File: src/rtl/bin_dot_pkg.sv
// Shared definitions for the binarized dot-product read sequencer and any
// other reader sitting on mem_sys: default widths, FSM states, bank codes.
package bin_dot_pkg;

    localparam int AW_X_DEF  = 10;
    localparam int AW_W_DEF  = 20;
    localparam int CNT_W_DEF = 11;

    typedef enum logic [1:0] {
        S_IDLE  = 2'd0,
        S_ISSUE = 2'd1,
        S_DRAIN = 2'd2,
        S_DONE  = 2'd3
    } state_e;

    // mem_sys bank-select codes
    localparam logic [1:0] BANK_0 = 2'd0;
    localparam logic [1:0] BANK_1 = 2'd1;
    localparam logic [1:0] BANK_2 = 2'd2;
    localparam logic [1:0] BANK_3 = 2'd3;

    // Select value driven while no run is in progress
    localparam logic [1:0] SEL_NONE = BANK_0;

endpackage

File: src/rtl/bin_dot_seq_if.sv
// Read/write port bundle towards mem_sys. The sequencer is the master; the
// memory (or a bench model of it) is the slave and returns read data.
interface bin_dot_seq_if #(
    parameter int AW_X = bin_dot_pkg::AW_X_DEF,
    parameter int AW_W = bin_dot_pkg::AW_W_DEF
) ();

    logic            read_rq_x;
    logic            read_rq_w;
    logic            write_rq_x;
    logic            write_rq_w;
    logic [1:0]      sel_x;
    logic [1:0]      sel_w;
    logic [AW_X-1:0] rw_address_x;
    logic [AW_W-1:0] rw_address;
    logic            read_data_x;
    logic            read_data_w;

    modport master (
        output read_rq_x, read_rq_w, write_rq_x, write_rq_w,
        output sel_x, sel_w, rw_address_x, rw_address,
        input  read_data_x, read_data_w
    );

    modport slave (
        input  read_rq_x, read_rq_w, write_rq_x, write_rq_w,
        input  sel_x, sel_w, rw_address_x, rw_address,
        output read_data_x, read_data_w
    );

endinterface

File: src/rtl/rd_valid_pipe.sv
// Valid-marker shift register matching mem_sys read latency. A marker enters
// with each sampled read strobe and leaves on the cycle its data is sampled.
// `empty` means no marker will remain in flight after the current edge, so a
// consumer retiring vld_o this cycle knows it is taking the last datum.
module rd_valid_pipe #(
    parameter int RD_LAT = 1
) (
    input  logic clk,
    input  logic rst,
    input  logic vld_i,
    output logic vld_o,
    output logic empty
);

    localparam logic [RD_LAT-1:0] TAIL = RD_LAT'(1) << (RD_LAT - 1);

    logic [RD_LAT-1:0] vld_q;

    generate
        if (RD_LAT == 1) begin : g_single
            // Single-stage marker register
            always_ff @(posedge clk) begin
                if (rst) vld_q[0] <= 1'b0;
                else     vld_q[0] <= vld_i;
            end
        end else begin : g_multi
            // Shift markers towards the tail, one stage per cycle
            always_ff @(posedge clk) begin
                if (rst) vld_q <= '0;
                else     vld_q <= {vld_q[RD_LAT-2:0], vld_i};
            end
        end
    endgenerate

    assign vld_o = vld_q[RD_LAT-1];
    assign empty = !vld_i && ((vld_q & ~TAIL) == '0);

endmodule

File: src/rtl/bin_dot_seq.sv
// Binarized-neuron read sequencer: streams len bit pairs out of mem_sys X/W
// memories, counts XNOR matches, and reports the count with a sign bit.
module bin_dot_seq
    import bin_dot_pkg::*;
#(
    parameter int AW_X   = AW_X_DEF,
    parameter int AW_W   = AW_W_DEF,
    parameter int CNT_W  = CNT_W_DEF,
    parameter int RD_LAT = 1
) (
    input  logic             clk,
    input  logic             rst,
    input  logic             start,
    input  logic [CNT_W-1:0] len,
    input  logic [AW_X-1:0]  x_base,
    input  logic [AW_W-1:0]  w_base,
    input  logic [1:0]       sel_x_cfg,
    input  logic [1:0]       sel_w_cfg,
    output logic             busy,
    output logic             done,
    output logic [CNT_W-1:0] result,
    output logic             act,
    bin_dot_seq_if.master    mem
);

    // Activation: at least half of the pairs matched
    function automatic logic act_of(input logic [CNT_W-1:0] cnt,
                                    input logic [CNT_W-1:0] n);
        return {cnt, 1'b0} >= {1'b0, n};
    endfunction

    state_e           state_q;
    logic [CNT_W-1:0] len_q;
    logic [CNT_W-1:0] i_q;
    logic [CNT_W-1:0] acc_q;
    logic [CNT_W-1:0] acc_d;
    logic [CNT_W-1:0] result_q;
    logic             act_q;
    logic             busy_q;
    logic             done_q;
    logic             rq_q;
    logic [1:0]       sel_x_q;
    logic [1:0]       sel_w_q;
    logic [AW_X-1:0]  addr_x_q;
    logic [AW_W-1:0]  addr_w_q;

    logic             tail_vld;
    logic             pipe_empty;
    logic             match;

    rd_valid_pipe #(
        .RD_LAT (RD_LAT)
    ) u_vld (
        .clk   (clk),
        .rst   (rst),
        .vld_i (rq_q),
        .vld_o (tail_vld),
        .empty (pipe_empty)
    );

    // Count only data that belongs to a request of this run
    assign match = tail_vld & (mem.read_data_x ~^ mem.read_data_w);
    assign acc_d = acc_q + CNT_W'(match);

    // Run control, request generation and result capture
    always_ff @(posedge clk) begin
        if (rst) begin
            state_q  <= S_IDLE;
            len_q    <= '0;
            i_q      <= '0;
            acc_q    <= '0;
            result_q <= '0;
            act_q    <= 1'b0;
            busy_q   <= 1'b0;
            done_q   <= 1'b0;
            rq_q     <= 1'b0;
            sel_x_q  <= SEL_NONE;
            sel_w_q  <= SEL_NONE;
            addr_x_q <= '0;
            addr_w_q <= '0;
        end else begin
            done_q <= 1'b0;
            acc_q  <= acc_d;
            case (state_q)
                S_IDLE: begin
                    if (start) begin
                        len_q  <= len;
                        acc_q  <= '0;
                        busy_q <= 1'b1;
                        if (len == '0) begin
                            // Empty run: report immediately, touch no memory
                            state_q  <= S_DONE;
                            done_q   <= 1'b1;
                            result_q <= '0;
                            act_q    <= act_of('0, len);
                        end else begin
                            state_q  <= S_ISSUE;
                            i_q      <= '0;
                            rq_q     <= 1'b1;
                            addr_x_q <= x_base;
                            addr_w_q <= w_base;
                            sel_x_q  <= sel_x_cfg;
                            sel_w_q  <= sel_w_cfg;
                        end
                    end
                end
                S_ISSUE: begin
                    if (i_q == len_q - CNT_W'(1)) begin
                        state_q <= S_DRAIN;
                        rq_q    <= 1'b0;
                    end else begin
                        i_q      <= i_q + CNT_W'(1);
                        addr_x_q <= addr_x_q + AW_X'(1);
                        addr_w_q <= addr_w_q + AW_W'(1);
                    end
                end
                S_DRAIN: begin
                    // The datum retiring now is the last one of the run
                    if (pipe_empty) begin
                        state_q  <= S_DONE;
                        done_q   <= 1'b1;
                        result_q <= acc_d;
                        act_q    <= act_of(acc_d, len_q);
                    end
                end
                S_DONE: begin
                    state_q <= S_IDLE;
                    busy_q  <= 1'b0;
                    sel_x_q <= SEL_NONE;
                    sel_w_q <= SEL_NONE;
                end
                default: state_q <= S_IDLE;
            endcase
        end
    end

    assign busy   = busy_q;
    assign done   = done_q;
    assign result = result_q;
    assign act    = act_q;

    assign mem.read_rq_x    = rq_q;
    assign mem.read_rq_w    = rq_q;
    assign mem.write_rq_x   = 1'b0;
    assign mem.write_rq_w   = 1'b0;
    assign mem.sel_x        = sel_x_q;
    assign mem.sel_w        = sel_w_q;
    assign mem.rw_address_x = addr_x_q;
    assign mem.rw_address   = addr_w_q;

endmodule

File: src/flat_wrapper.sv
// flat-port wrapper written by rule: the top's interface ports become plain ports
module bin_dot_seq_flat import bin_dot_pkg::*;
#(
    parameter int AW_X   = AW_X_DEF,
    parameter int AW_W   = AW_W_DEF,
    parameter int CNT_W  = CNT_W_DEF,
    parameter int RD_LAT = 1
)
  (clk, rst, start, len, x_base, w_base, sel_x_cfg, sel_w_cfg, busy, done, result, act, mem_read_rq_x, mem_read_rq_w, mem_write_rq_x, mem_write_rq_w, mem_sel_x, mem_sel_w, mem_rw_address_x, mem_rw_address, mem_read_data_x, mem_read_data_w);
  bin_dot_seq_if #(.AW_X(AW_X), .AW_W(AW_W)) mem_i ();
  input  logic clk;
  input  logic rst;
  input  logic start;
  input  logic [CNT_W-1:0] len;
  input  logic [AW_X-1:0] x_base;
  input  logic [AW_W-1:0] w_base;
  input  logic [1:0] sel_x_cfg;
  input  logic [1:0] sel_w_cfg;
  output logic busy;
  output logic done;
  output logic [CNT_W-1:0] result;
  output logic act;
  output wire logic [$bits(mem_i.read_rq_x)-1:0] mem_read_rq_x;
  output wire logic [$bits(mem_i.read_rq_w)-1:0] mem_read_rq_w;
  output wire logic [$bits(mem_i.write_rq_x)-1:0] mem_write_rq_x;
  output wire logic [$bits(mem_i.write_rq_w)-1:0] mem_write_rq_w;
  output wire logic [$bits(mem_i.sel_x)-1:0] mem_sel_x;
  output wire logic [$bits(mem_i.sel_w)-1:0] mem_sel_w;
  output wire logic [$bits(mem_i.rw_address_x)-1:0] mem_rw_address_x;
  output wire logic [$bits(mem_i.rw_address)-1:0] mem_rw_address;
  input wire logic [$bits(mem_i.read_data_x)-1:0] mem_read_data_x;
  input wire logic [$bits(mem_i.read_data_w)-1:0] mem_read_data_w;
  assign mem_read_rq_x = mem_i.read_rq_x;
  assign mem_read_rq_w = mem_i.read_rq_w;
  assign mem_write_rq_x = mem_i.write_rq_x;
  assign mem_write_rq_w = mem_i.write_rq_w;
  assign mem_sel_x = mem_i.sel_x;
  assign mem_sel_w = mem_i.sel_w;
  assign mem_rw_address_x = mem_i.rw_address_x;
  assign mem_rw_address = mem_i.rw_address;
  assign mem_i.read_data_x = mem_read_data_x;
  assign mem_i.read_data_w = mem_read_data_w;
  bin_dot_seq #(.AW_X(AW_X), .AW_W(AW_W), .CNT_W(CNT_W), .RD_LAT(RD_LAT)) u_core (.clk(clk), .rst(rst), .start(start), .len(len), .x_base(x_base), .w_base(w_base), .sel_x_cfg(sel_x_cfg), .sel_w_cfg(sel_w_cfg), .busy(busy), .done(done), .result(result), .act(act), .mem(mem_i));
endmodule
File: config.mk
export PLATFORM = sky130hd
export DESIGN_NAME = bin_dot_seq_flat
export DESIGN_NICKNAME = d
export VERILOG_FILES = /design/src/rtl/bin_dot_pkg.sv /design/src/rtl/bin_dot_seq_if.sv /design/src/rtl/rd_valid_pipe.sv /design/src/rtl/bin_dot_seq.sv /design/src/flat_wrapper.sv
export SDC_FILE = /design/constraint.sdc
export NUM_CORES = 1
export LEC_CHECK = 0
export ABC_CLOCK_PERIOD_IN_PS = 3310
export CAP_MARGIN = 15
export CORE_UTILIZATION = 48
export DETAILED_ROUTE_END_ITERATION = 8
export GPL_ROUTABILITY_DRIVEN = 0
export GPL_TIMING_DRIVEN = 0
export PLACE_DENSITY_LB_ADDON = 0.15
export RECOVER_POWER = 25
export SLEW_MARGIN = 40
export SYNTH_ARGS = -nofsm -noshare
export SYNTH_HDL_FRONTEND = slang
export SYNTH_SLANG_ARGS = --single-unit
File: constraint.sdc
create_clock -name clk -period 3.31 [get_ports clk]
set_input_delay 0.662 -clock clk [delete_from_list [all_inputs] [get_ports clk]]
set_output_delay 0.662 -clock clk [all_outputs]
set_load 0.005 [all_outputs]
Yosys cells after proc, flatten, opt, wreduce, memory -nomap -nowiden
Cells that the tools add are included.
W data, S select, Z words.
{ "totals": {"wordCells": 88, "ff_bits": 85, "out_inout_bits": 52, "in_bits": 50} }
{ "op_classes": {"muxes": 43, "reduce_logical": 12, "add_sub_neg": 5, "magnitude_cmp": 2, "eq_ne": 10, "bitwise_logic": 2} }
{ "op_table": {"columns": ["op", "count"], "rows": [
  ["$mux W11", 8],
  ["$mux W20", 3],
  ["$pmux W11 S2", 2],
  ["$pmux W20 S2", 1],
  ["$mux W10", 3],
  ["$add A20 B1 Y20 const B", 1],
  ["$pmux W10 S2", 1],
  ["$mux W2", 8],
  ["$ge A12 B11 Y1", 1],
  ["$reduce_and A4 Y1", 3],
  ["$add A11 B1 Y11", 1],
  ["$add A11 B1 Y11 const B", 1],
  ["$eq A11 B11 Y1", 1],
  ["$ge A1 B11 Y1 const A", 1],
  ["$logic_not A11 Y1", 1],
  ["$sub A11 B1 Y11 const B", 1],
  ["$add A10 B1 Y10 const B", 1],
  ["$mux W1", 10],
  ["$ne A2 B2 Y1 const B", 4],
  ["$pmux W1 S2", 4],
  ["$pmux W2 S2", 2],
  ["$pmux W2 S4", 1],
  ["$reduce_and A3 Y1", 2],
  ["$reduce_bool A2 Y1", 3],
  ["other kinds (7)", 10]
]} }

Longest topological paths before layout
Gate-level depths: netlist (run 1).
{ "logic_depth": {"depth_word": 6, "depth_mapped": 13, "ltp_nobuf": 13} }

Cells and area by module
Synthesis (run 1) repeated with hierarchy kept, for this count alone.
{ "unflattened": {"cells_unflattened": 593, "hier_area_um2": 4797.1} }
{ "modules_own_cells": {"columns": ["mod", "area_each_um2", "instances", "cells_each", "seq_area_each_um2"], "rows": [
  ["bin_dot_seq", 4759.6, 1, 590, 1681.6],
  ["rd_valid_pipe", 37.5, 1, 3, 20.0]
]} }

Least setup slack after synthesis (run 1)
OpenSTA, ideal clock, no wires.
{ "synth_timing": {"path_kind": "reg2reg", "start": "register u_core.len_q[0]", "end": "register u_core.addr_w_q[4], in the netlist u_core.mem.rw_address[4]", "n_path_buf": 3, "setup_slack_ns": 0.480, "stages_incl_launch_ff": 13, "synth_period_minus_slack_ns": 2.830, "arrival_time_ns": 2.700, "required_ns": 3.180, "setup_time_ns": 0.130, "cell_sequence": "dfxtp_1 buf_6 inv_1 ha_1 buf_2 o21ai_0 or3b_1 a2111oi_1 nor3_2 or2_4 buf_6 a41oi_2 o32ai_2"} }
{ "synth_between": {"elab_chain_cells": 4} }
{ "synth_rtl": {"columns": ["element", "line", "text"], "rows": [
  ["start: declaration", "bin_dot_seq.sv:33", "logic [CNT_W-1:0] len_q;"],
  ["start signal: assignment", "bin_dot_seq.sv:87", "len_q <= len;"],
  ["$sub A11 B1 Y11", "bin_dot_seq.sv:108", "if (i_q == len_q - CNT_W'(1)) begin"],
  ["$eq A11 B11 Y1", "bin_dot_seq.sv:108", null],
  ["$ne A2 B2 Y1 (no line)", null, null],
  ["$reduce_and A4 Y1 (no line)", null, null],
  ["end signal: assignment", "bin_dot_seq.sv:101", "addr_w_q <= w_base;"],
  ["end signal: assignment", "bin_dot_seq.sv:114", "addr_w_q <= addr_w_q + AW_W'(1);"],
  ["end: declaration", "bin_dot_seq.sv:45", "logic [AW_W-1:0] addr_w_q;"]
]} }
Every way passes these cells.
A chain may end at the register's enable or synchronous reset.

Final worst setup path (run 1)
{ "layout_timing": {"start": "register u_core.len_q[1]", "end": "register u_core.addr_w_q[2], in the netlist u_core.mem.rw_address[2]"} }
Same word-level chain as after synthesis.

==> results of run 1 <==
[worst register-to-register path, cell delays in order, from the launching register on]
cell and delay (ps):
sky130_fd_sc_hd__dfxtp_1 480, sky130_fd_sc_hd__inv_1 120, sky130_fd_sc_hd__ha_1 230, sky130_fd_sc_hd__buf_2 200, sky130_fd_sc_hd__o21ba_2 210, sky130_fd_sc_hd__a221o_1 380
sky130_fd_sc_hd__a2111oi_4 390, sky130_fd_sc_hd__o221ai_4 280, sky130_fd_sc_hd__or2_4 370, sky130_fd_sc_hd__buf_6 170, sky130_fd_sc_hd__o311ai_2 250, sky130_fd_sc_hd__a31oi_1 70
[cell type report]
type	count	area (sq um)
plain buffers	36	189
clock buffers	9	124
clock inverters	7	103
fillers	857	3450
inverters	26	97.6
multi-input cells	461	3090
flip-flops and latches	85	1700
well taps	133	166
repair buffers	104	1030
[logic make-up (layout without fill, tap and decap cells)]
family	after synthesis	in the layout	share of synthesized area [%]
XOR/XNOR	22	22	4.40
AO/OA/AOI/OAI	170	171	25.8
multiplexers	3	3	0.600
other	1	2	0.0749
AND/OR/NAND/NOR	243	243	24.5
flip-flops	85	85	34.0
adder cells (fa/ha/maj)	20	20	5.00
buffers and inverters	62	182	5.62
[cell usage in the layout, fill, tap and decap left out, types with 4 or more instances in the layout]
master                            instances
sky130_fd_sc_hd__o21ai_0                 12
sky130_fd_sc_hd__dlygate4sd3_1           27
sky130_fd_sc_hd__and3_1                  15
sky130_fd_sc_hd__ha_1                    20
sky130_fd_sc_hd__a311oi_1                 8
sky130_fd_sc_hd__buf_4                   10
sky130_fd_sc_hd__and2_1                   5
sky130_fd_sc_hd__o21ai_1                  9
sky130_fd_sc_hd__xnor2_1                 12
sky130_fd_sc_hd__o211ai_1                 7
sky130_fd_sc_hd__nor2b_1                 15
sky130_fd_sc_hd__nor2_1                  47
sky130_fd_sc_hd__a31oi_1                  9
sky130_fd_sc_hd__nand2_1                 63
sky130_fd_sc_hd__dfxtp_1                 85
sky130_fd_sc_hd__nor4_1                   8
sky130_fd_sc_hd__nand3_1                 27
sky130_fd_sc_hd__xor2_1                   7
sky130_fd_sc_hd__o21a_1                   5
sky130_fd_sc_hd__nor3_1                  15
sky130_fd_sc_hd__a21oi_1                 41
sky130_fd_sc_hd__o31ai_1                  5
sky130_fd_sc_hd__or4_1                   10
sky130_fd_sc_hd__nand4_1                  7
sky130_fd_sc_hd__inv_1                   26
sky130_fd_sc_hd__clkdlybuf4s50_1         71
sky130_fd_sc_hd__buf_6                    4
sky130_fd_sc_hd__or3_1                   11
sky130_fd_sc_hd__clkbuf_8                 9
sky130_fd_sc_hd__a22oi_1                 18
sky130_fd_sc_hd__clkbuf_1                23
[power by group]
part	switching (mW)	leakage, nW	internal (mW)	total (mW)
sequential	0.273	0.693	1.22	1.50
combinational	1.05	1.58	0.859	1.91
clock	0.440	0.117	0.438	0.878
[registers in the layout, indices dropped and copies added, names as in the netlist, 2 cells and up]
| name | cells |
|---|---|
| u_core.mem.rw_address | 20 |
| u_core.len_q | 11 |
| u_core.mem.rw_address_x | 10 |
| u_core.result | 11 |
| u_core.mem.sel_x | 2 |
| u_core.mem.sel_w | 2 |
| u_core.state_q | 2 |
| u_core.acc_q | 11 |
| u_core.i_q | 11 |
[worst paths after layout]
kind	cells past startpoint	endpoint	start
worst max-delay path	11	u_core.mem.rw_address[2]	u_core.len_q[1]
worst min-delay path	2	u_core.act	u_core.act
worst max register to register	11	u_core.mem.rw_address[2]	u_core.len_q[1]
worst min register to register	2	u_core.act	u_core.act
[metal layers]
layer	track usage [%]	vias up
met5	0	-
met4	8.67	0
met3	4.95	28
met2	47.7	244
met1	37.2	2506
li1	-	2476
[per-stage QoR]
stage                     instance area [sq um]  util [%]  setup TNS (ps)  std cells  setup slack [ps]
final                                      6500      65.3               0        861              69.0
after detailed placement                   6160      61.9          -11130        838              -776
after global placement                     6160      61.9           -8430        838              -648
after floorplan                            5010         -               0        607               480
after global routing                       6500      65.3           -2.90        861             -2.90
after CTS                                  6400      64.3               0        854              46.8
[repair_timing]
action                     in CTS  in global routing
gates resized for setup         3                 10
pin swaps                       0                  2
setup endpoints to repair      15                 34
gates cloned                    0                  1
buffers inserted                0                  6
==> impl_results.html, run 1 <==
<table>
<tr><th>Metric</th><th>Value</th></tr>
<tr><th colspan="2">Run status</th></tr>
<tr><td>Run status</td><td>finished, final reports clean</td></tr>
<tr><th colspan="2">Floorplan</th></tr>
<tr><td>Starting density of the core</td><td>50.3%</td></tr>
<tr><td>Die width</td><td>104 microns</td></tr>
<tr><td>Number of placed I/O pins</td><td>roughly 100</td></tr>
<tr><td>Area of the placeable core</td><td>0.00995 sq mm</td></tr>
<tr><td>Cell row count</td><td>36</td></tr>
<tr><td>Die area</td><td>0.0108 sq mm</td></tr>
<tr><td>Height of the chip</td><td>104 microns</td></tr>
<tr><th colspan="2">Detailed routing</th></tr>
<tr><td>Routed vias</td><td>between 5000 and 6000</td></tr>
<tr><td>Routed length on met2</td><td>7.47 mm</td></tr>
<tr><td>TritonRoute pass-1 iters</td><td>7</td></tr>
<tr><td>Routed WL</td><td>roughly 16 mm</td></tr>
<tr><td>Remaining number of nets flagged by the antenna check after routing</td><td>0</td></tr>
<tr><td>Top routing layer used</td><td>met4</td></tr>
<tr><td>Met3 WL post-DR</td><td>1.17 mm</td></tr>
<tr><td>Residual DRC</td><td>0</td></tr>
<tr><td>Detail-routed via count per cell</td><td>6.10</td></tr>
<tr><td>Iteration-0 DRC count of the detailed router</td><td>approximately 400</td></tr>
<tr><td>Sum of routed wire segments on met1</td><td>6.71 mm</td></tr>
<tr><td>Average routed wire per standard cell</td><td>18.2 microns</td></tr>
<tr><th colspan="2">Yosys</th></tr>
<tr><td>Top flip-flop cell by instance count after synthesis</td><td>sky130_fd_sc_hd__dfxtp_1</td></tr>
<tr><td>Average cell area after synthesis</td><td>8.26 sq um</td></tr>
<tr><td>Summed instance area of the synthesized netlist</td><td>0.00501 sq mm</td></tr>
<tr><td>Area share of the largest cell type after synthesis</td><td>34.0%</td></tr>
<tr><td>Fraction of registers with async set or reset after synthesis</td><td>0%</td></tr>
<tr><td>Most frequent cell after synthesis</td><td>sky130_fd_sc_hd__dfxtp_1</td></tr>
<tr><td>Number of synthesis warnings</td><td>0</td></tr>
<tr><td>Dominant cells by area after synthesis</td><td>sky130_fd_sc_hd__dfxtp_1, sky130_fd_sc_hd__ha_1, sky130_fd_sc_hd__nand2_1</td></tr>
<tr><td>Top cell type by total area after synthesis</td><td>sky130_fd_sc_hd__dfxtp_1</td></tr>
<tr><td>Count of flip-flops with a built-in enable after synthesis</td><td>0</td></tr>
<tr><td>Synth Register Bits</td><td>85</td></tr>
<tr><td>Cell variety after synth</td><td>81</td></tr>
<tr><td>Post-synth top cells</td><td>sky130_fd_sc_hd__dfxtp_1, sky130_fd_sc_hd__nand2_1, sky130_fd_sc_hd__nor2_1</td></tr>
<tr><td>Synthesized netlist cell count</td><td>about 600</td></tr>
<tr><td>Part of the Yosys area used for sequential elements</td><td>between 30% and 40%</td></tr>
<tr><th colspan="2">Critical path</th></tr>
<tr><td>Data required, critical path</td><td>3560 ps</td></tr>
<tr><td>Slack of the worst reg-to-reg path</td><td>70 ps</td></tr>
<tr><td>CP top delay family</td><td>compound AO/OA/AOI/OAI gates</td></tr>
<tr><td>Worst Path Arrival</td><td>3490 ps</td></tr>
<tr><td>Max incr delay on CP</td><td>480 ps</td></tr>
<tr><td>Buf+Inv Stages, Crit Path</td><td>3</td></tr>
<tr><td>Worst Setup Path Type</td><td>flip-flop to flip-flop</td></tr>
<tr><td>Critical Path, Cell by Cell</td><td>inv_1, ha_1, buf_2, o21ba_2, a221o_1, a2111oi_4, o221ai_4, or2_4, buf_6, o311ai_2, a31oi_1</td></tr>
<tr><td>Critical Path Start Type</td><td>flip-flop</td></tr>
<tr><td>Kind of end point of the critical path</td><td>flip-flop</td></tr>
<tr><td>Maximum fanout count along the critical path</td><td>10</td></tr>
<tr><td>Slowest stage cell, crit path</td><td>sky130_fd_sc_hd__dfxtp_1</td></tr>
<tr><th colspan="2">Power</th></tr>
<tr><td>Final Power</td><td>4.28 mW</td></tr>
<tr><td>Leakage Power</td><td>2.39 nW</td></tr>
<tr><td>Power Dens Cells</td><td>659 mW/mm^2</td></tr>
<tr><td>Worst IR drop on VDD</td><td>0.362 mV</td></tr>
<tr><th colspan="2">GRT</th></tr>
<tr><td>Number of antenna violations at the first check in global routing</td><td>0</td></tr>
<tr><td>GR Util All Layers</td><td>28.4%</td></tr>
<tr><td>Via count of the first global-routing pass</td><td>~5100</td></tr>
<tr><td>Wire length of the first global-routing pass</td><td>25.0 mm</td></tr>
<tr><td>Largest net degree at the start of global routing</td><td>17</td></tr>
<tr><td>Grt ovf</td><td>0</td></tr>
<tr><th colspan="2">STA</th></tr>
<tr><td>Worst clock skew on the final layout</td><td>14.4 ps</td></tr>
<tr><td>Final Slew Violations</td><td>0</td></tr>
<tr><td>Final period utilization</td><td>97.9%</td></tr>
<tr><td>Slew of the pin with the lowest slew margin</td><td>765 ps</td></tr>
<tr><td>Fmax</td><td>309 MHz</td></tr>
<tr><td>Post-layout min period</td><td>3240 ps</td></tr>
<tr><td>Final setup violation count</td><td>0</td></tr>
<tr><td>Final hold slack</td><td>490 ps</td></tr>
<tr><td>Slew margin rel.</td><td>49.0%</td></tr>
<tr><td>Count of endpoints failing hold in the final timing report</td><td>0</td></tr>
<tr><th colspan="2">CTS</th></tr>
<tr><td>Root Buffer Master</td><td>sky130_fd_sc_hd__clkbuf_8</td></tr>
<tr><td>Skew-Pair Late Insertion Delay</td><td>380 ps</td></tr>
<tr><td>Clock sink total</td><td>85</td></tr>
<tr><td>Maximum number of buffers from clock root to sink</td><td>2</td></tr>
<tr><td>Clock slew at reported path FFs</td><td>90 ps</td></tr>
<tr><td>Clock tree from TritonCTS</td><td>built</td></tr>
<tr><td>Hold-fix buffer count after cts</td><td>0</td></tr>
<tr><td>CTS buffer count</td><td>9</td></tr>
<tr><td>Maximum level of the CTS H-tree</td><td>3</td></tr>
<tr><th colspan="2">Hold path</th></tr>
<tr><td>Hold crit path type</td><td>flip-flop to flip-flop</td></tr>
<tr><th colspan="2">Placed design</th></tr>
<tr><td>Count of input and output buffers</td><td>between 90 and 100</td></tr>
<tr><td>Detailed placer's ending HPWL</td><td>roughly 11 mm</td></tr>
<tr><th colspan="2">Flow run</th></tr>
<tr><td>Max-cap check violation count</td><td>0</td></tr>
<tr><th colspan="2">Layout</th></tr>
<tr><td>Final #Nets</td><td>approximately 790</td></tr>
<tr><td>Synthesis-to-finish area growth</td><td>29.8%</td></tr>
<tr><td>Antenna cells</td><td>0</td></tr>
<tr><td>Fraction of final layout cells with drive strength greater than 1</td><td>9.34%</td></tr>
</table>
No activity file was read; power rests on OpenSTA's default activity.
==> run 2, diff against run 1 <==
MAX_ROUTING_LAYER = met4   (was default)
==> run 2 against run 1 <==
Effect of this change: worst hold slack lost 0.55 ps; combinational power hardly changed; utilization about the same; critical endpoint is now u_core.mem.rw_address[5].
==> impl_results.html, run 2 (same netlist as run 1, synthesis figures left out) <==
<table>
<tr><th>Metric</th><th>Value</th></tr>
<tr><th colspan="2">Critical path</th></tr>
<tr><td>R2R Path End</td><td>u_core.mem.rw_address[5]</td></tr>
<tr><td>Kind of end point of the critical path</td><td>flip-flop</td></tr>
<tr><td>Maximum fanout count along the critical path</td><td>10 (unchanged)</td></tr>
<tr><td>Critical Path Start Type</td><td>flip-flop</td></tr>
<tr><td>Data required, critical path</td><td>3560 ps (about the same)</td></tr>
<tr><td>Worst Reg2Reg Path Length in Cells</td><td>11 (unchanged)</td></tr>
<tr><td>Setup crit end</td><td>u_core.mem.rw_address[5]</td></tr>
<tr><td>Worst Path Arrival</td><td>3440 ps (-50 ps)</td></tr>
<tr><td>R2r startpoint</td><td>u_core.state_q[0]</td></tr>
<tr><td>Worst Setup Path Type</td><td>flip-flop to flip-flop</td></tr>
<tr><td>Slack of the worst reg-to-reg path</td><td>120 ps (+50 ps)</td></tr>
<tr><td>Launching instance or port of the critical path</td><td>u_core.state_q[0]</td></tr>
<tr><th colspan="2">Power</th></tr>
<tr><td>Clock power frac</td><td>20.5% (about the same)</td></tr>
<tr><td>Leakage Power</td><td>2.39 nW (about the same)</td></tr>
<tr><td>Share of total power in sequential cells</td><td>35.1% (+0.2 points)</td></tr>
<tr><td>Combinational power share</td><td>44.4% (-0.2 points)</td></tr>
<tr><td>Power Dens Cells</td><td>658 mW/mm^2 (about the same)</td></tr>
<tr><td>Worst IR drop on VDD</td><td>0.359 mV (-0.76%)</td></tr>
<tr><td>Switching power share of the total</td><td>41.2% (about the same)</td></tr>
<tr><td>Switching power summed over all nets</td><td>1.76 mW (about the same)</td></tr>
<tr><td>Cell-internal power</td><td>2.52 mW (-0.16%)</td></tr>
<tr><td>Final Power</td><td>4.28 mW (-0.12%)</td></tr>
<tr><th colspan="2">Floorplan</th></tr>
<tr><td>Number of placed I/O pins</td><td>102 (unchanged)</td></tr>
<tr><td>Height of the chip</td><td>104 microns (unchanged)</td></tr>
<tr><td>Die width</td><td>104 microns (unchanged)</td></tr>
<tr><td>Area of the placeable core</td><td>0.00995 sq mm (unchanged)</td></tr>
<tr><td>Die area</td><td>0.0108 sq mm (unchanged)</td></tr>
<tr><td>Starting density of the core</td><td>50.3% (unchanged)</td></tr>
<tr><td>Cell row count</td><td>36 (unchanged)</td></tr>
<tr><th colspan="2">STA</th></tr>
<tr><td>Slew margin rel.</td><td>52.1% (+3.1 points)</td></tr>
<tr><td>Post-layout min period</td><td>3190 ps (-53.3 ps)</td></tr>
<tr><td>Final setup violation count</td><td>0 (unchanged)</td></tr>
<tr><td>Fmax</td><td>314 MHz (+1.7%)</td></tr>
<tr><td>Slew of the pin with the lowest slew margin</td><td>719 ps (-46.6 ps)</td></tr>
<tr><td>Count of endpoints failing hold in the final timing report</td><td>0 (unchanged)</td></tr>
<tr><td>Worst clock skew on the final layout</td><td>13.5 ps (-0.885 ps)</td></tr>
<tr><td>Final Slew Violations</td><td>0 (unchanged)</td></tr>
<tr><td>Final period utilization</td><td>96.3% (-1.6 points)</td></tr>
<tr><td>Final Worst Setup Slack</td><td>122 ps (+53.3 ps)</td></tr>
<tr><th colspan="2">Layout</th></tr>
<tr><td>Flip-flop count of the largest register, all copies and words added</td><td>20 (unchanged)</td></tr>
<tr><td>Most frequent standard cell in the layout excluding fill and tap cells</td><td>sky130_fd_sc_hd__dfxtp_1</td></tr>
<tr><td>Final non-filler cell area</td><td>0.00650 sq mm (about the same)</td></tr>
<tr><td>Final #Nets</td><td>793 (unchanged)</td></tr>
<tr><td>Synthesis-to-finish area growth</td><td>29.8% (about the same)</td></tr>
<tr><td>Commonest non-fill, non-tap cells in the layout</td><td>sky130_fd_sc_hd__dfxtp_1, sky130_fd_sc_hd__clkdlybuf4s50_1, sky130_fd_sc_hd__nand2_1</td></tr>
<tr><td>Antenna cells</td><td>0 (unchanged)</td></tr>
<tr><td>Fraction of final layout cells with drive strength greater than 1</td><td>9.48% (+0.14 points)</td></tr>
<tr><td>Number of cells in the finished layout apart from fillers</td><td>861 (unchanged)</td></tr>
<tr><td>Util after Layout</td><td>65.3% (about the same)</td></tr>
<tr><th colspan="2">Run status</th></tr>
<tr><td>Run status</td><td>finished, final reports clean</td></tr>
<tr><th colspan="2">GRT</th></tr>
<tr><td>Wire length of the first global-routing pass</td><td>25.0 mm (about the same)</td></tr>
<tr><td>Via count of the first global-routing pass</td><td>5069 (+0.059%)</td></tr>
<tr><td>Grt ovf</td><td>0 (unchanged)</td></tr>
<tr><td>Number of antenna violations at the first check in global routing</td><td>0 (unchanged)</td></tr>
<tr><td>Largest net degree at the start of global routing</td><td>17 (unchanged)</td></tr>
<tr><td>GR Util All Layers</td><td>29.3% (+0.84 points)</td></tr>
<tr><th colspan="2">Hold path</th></tr>
<tr><td>Hold crit path type</td><td>flip-flop to flip-flop</td></tr>
<tr><th colspan="2">Detailed routing</th></tr>
<tr><td>Residual DRC</td><td>0 (unchanged)</td></tr>
<tr><td>TritonRoute pass-1 iters</td><td>5 (-2)</td></tr>
<tr><td>Remaining number of nets flagged by the antenna check after routing</td><td>0 (unchanged)</td></tr>
<tr><td>Average routed wire per standard cell</td><td>18.1 microns (-0.33%)</td></tr>
<tr><td>Routed length on met2</td><td>7.45 mm (-0.28%)</td></tr>
<tr><td>Detail-routed via count per cell</td><td>6.16 (+0.91%)</td></tr>
<tr><td>Top routing layer used</td><td>met4</td></tr>
<tr><td>Iteration-0 DRC count of the detailed router</td><td>379 (-4.8%)</td></tr>
<tr><td>Routed vias</td><td>5302 (+0.91%)</td></tr>
<tr><td>Routed WL</td><td>15.6 mm (-0.33%)</td></tr>
<tr><td>Met3 WL post-DR</td><td>952 microns (-19%)</td></tr>
<tr><td>Sum of routed wire segments on met1</td><td>6.94 mm (+3.4%)</td></tr>
<tr><th colspan="2">Flow run</th></tr>
<tr><td>Max-cap check violation count</td><td>0 (unchanged)</td></tr>
<tr><th colspan="2">CTS</th></tr>
<tr><td>Hold-fix buffer count after cts</td><td>0 (unchanged)</td></tr>
<tr><td>Maximum level of the CTS H-tree</td><td>3 (unchanged)</td></tr>
<tr><td>CTS buffer count</td><td>9 (unchanged)</td></tr>
<tr><td>Maximum number of buffers from clock root to sink</td><td>2 (unchanged)</td></tr>
<tr><td>Clock sink total</td><td>85 (unchanged)</td></tr>
<tr><td>Root Buffer Master</td><td>sky130_fd_sc_hd__clkbuf_8</td></tr>
<tr><td>Clock slew at reported path FFs</td><td>100 ps (about the same)</td></tr>
<tr><td>Clock tree from TritonCTS</td><td>built</td></tr>
<tr><td>Skew-Pair Late Insertion Delay</td><td>370 ps (about the same)</td></tr>
<tr><th colspan="2">Placed design</th></tr>
<tr><td>Detailed placer's ending HPWL</td><td>11.3 mm (unchanged)</td></tr>
<tr><td>Worst setup timing slack at the placement stage</td><td>-776 ps (unchanged)</td></tr>
<tr><td>Count of input and output buffers</td><td>98 (unchanged)</td></tr>
<tr><td>Cell count after placement</td><td>838 (unchanged)</td></tr>
<tr><td>Post-placement cell area</td><td>0.00616 sq mm (unchanged)</td></tr>
</table>
## run 2: repair_timing
item	in CTS	in global routing
gates cloned	0	0
buffers inserted	0	7
endpoints found under the setup margin	15	35
pin swaps	0	2
gates resized for setup	3	10
## run 2: per-layer routing
layer	vias up	global-route usage (%)
met1	2558	37.5
met5	-	-
met4	0	8.67
li1	2476	-
met3	23	4.26
met2	245	47.8
## run 2: layout make-up
cell class                 instances  area (sq um)
buffer                            36           186
clock buffer                       9           124
clock inverter                     7           103
fill                             858          3460
inverter                          26          97.6
multi-input combinational        460          3080
sequential                        85          1700
tap                              133           166
timing repair buffer             105          1030
## run 2: per-stage QoR
step / hold WS (ps) / TNS, ps
2_1_floorplan: 459 / 0
3_3_place_gp: 473 / -8430
3_5_place_dp: 486 / -11130
4_1_cts: 498 / 0
5_1_grt: 517 / -2.93
6_report: 489 / 0
## run 2: how the worst min path moves through the flow
stage,from,depth (start not counted),slack (ps),to
final,u_core.act,2,490,u_core.act
after global routing,u_core.mem.rw_address[19],2,520,u_core.mem.rw_address[19]
after CTS,u_core.mem.rw_address[19],2,500,u_core.mem.rw_address[19]
after detailed placement,u_core.act,2,490,u_core.act
after global placement,u_core.act,2,470,u_core.act
after floorplan,u_core.len_q[9],2,460,u_core.len_q[9]
## run 2: worst max-delay path, stage by stage (launching register included)
cell	delay, ps
sky130_fd_sc_hd__dfxtp_1	360
sky130_fd_sc_hd__inv_1	90
sky130_fd_sc_hd__ha_1	160
sky130_fd_sc_hd__clkbuf_1	270
sky130_fd_sc_hd__nand2_1	300
sky130_fd_sc_hd__a31oi_1	510
sky130_fd_sc_hd__a21oi_2	180
sky130_fd_sc_hd__nor2_2	430
sky130_fd_sc_hd__nor2_1	220
sky130_fd_sc_hd__clkbuf_2	260
sky130_fd_sc_hd__o311ai_0	140
sky130_fd_sc_hd__o21ai_1	130
## run 2: power groups by stage
stage / Sequential [mW] / Clock [mW] / Combinational [mW]
floorplan: 1.46 / 0 / 1.09
global placement: 1.50 / 0 / 1.76
detailed placement: 1.51 / 0 / 1.82
CTS: 1.49 / 0.884 / 1.84
global route: 1.52 / 0.928 / 2.05
finish: 1.50 / 0.878 / 1.90
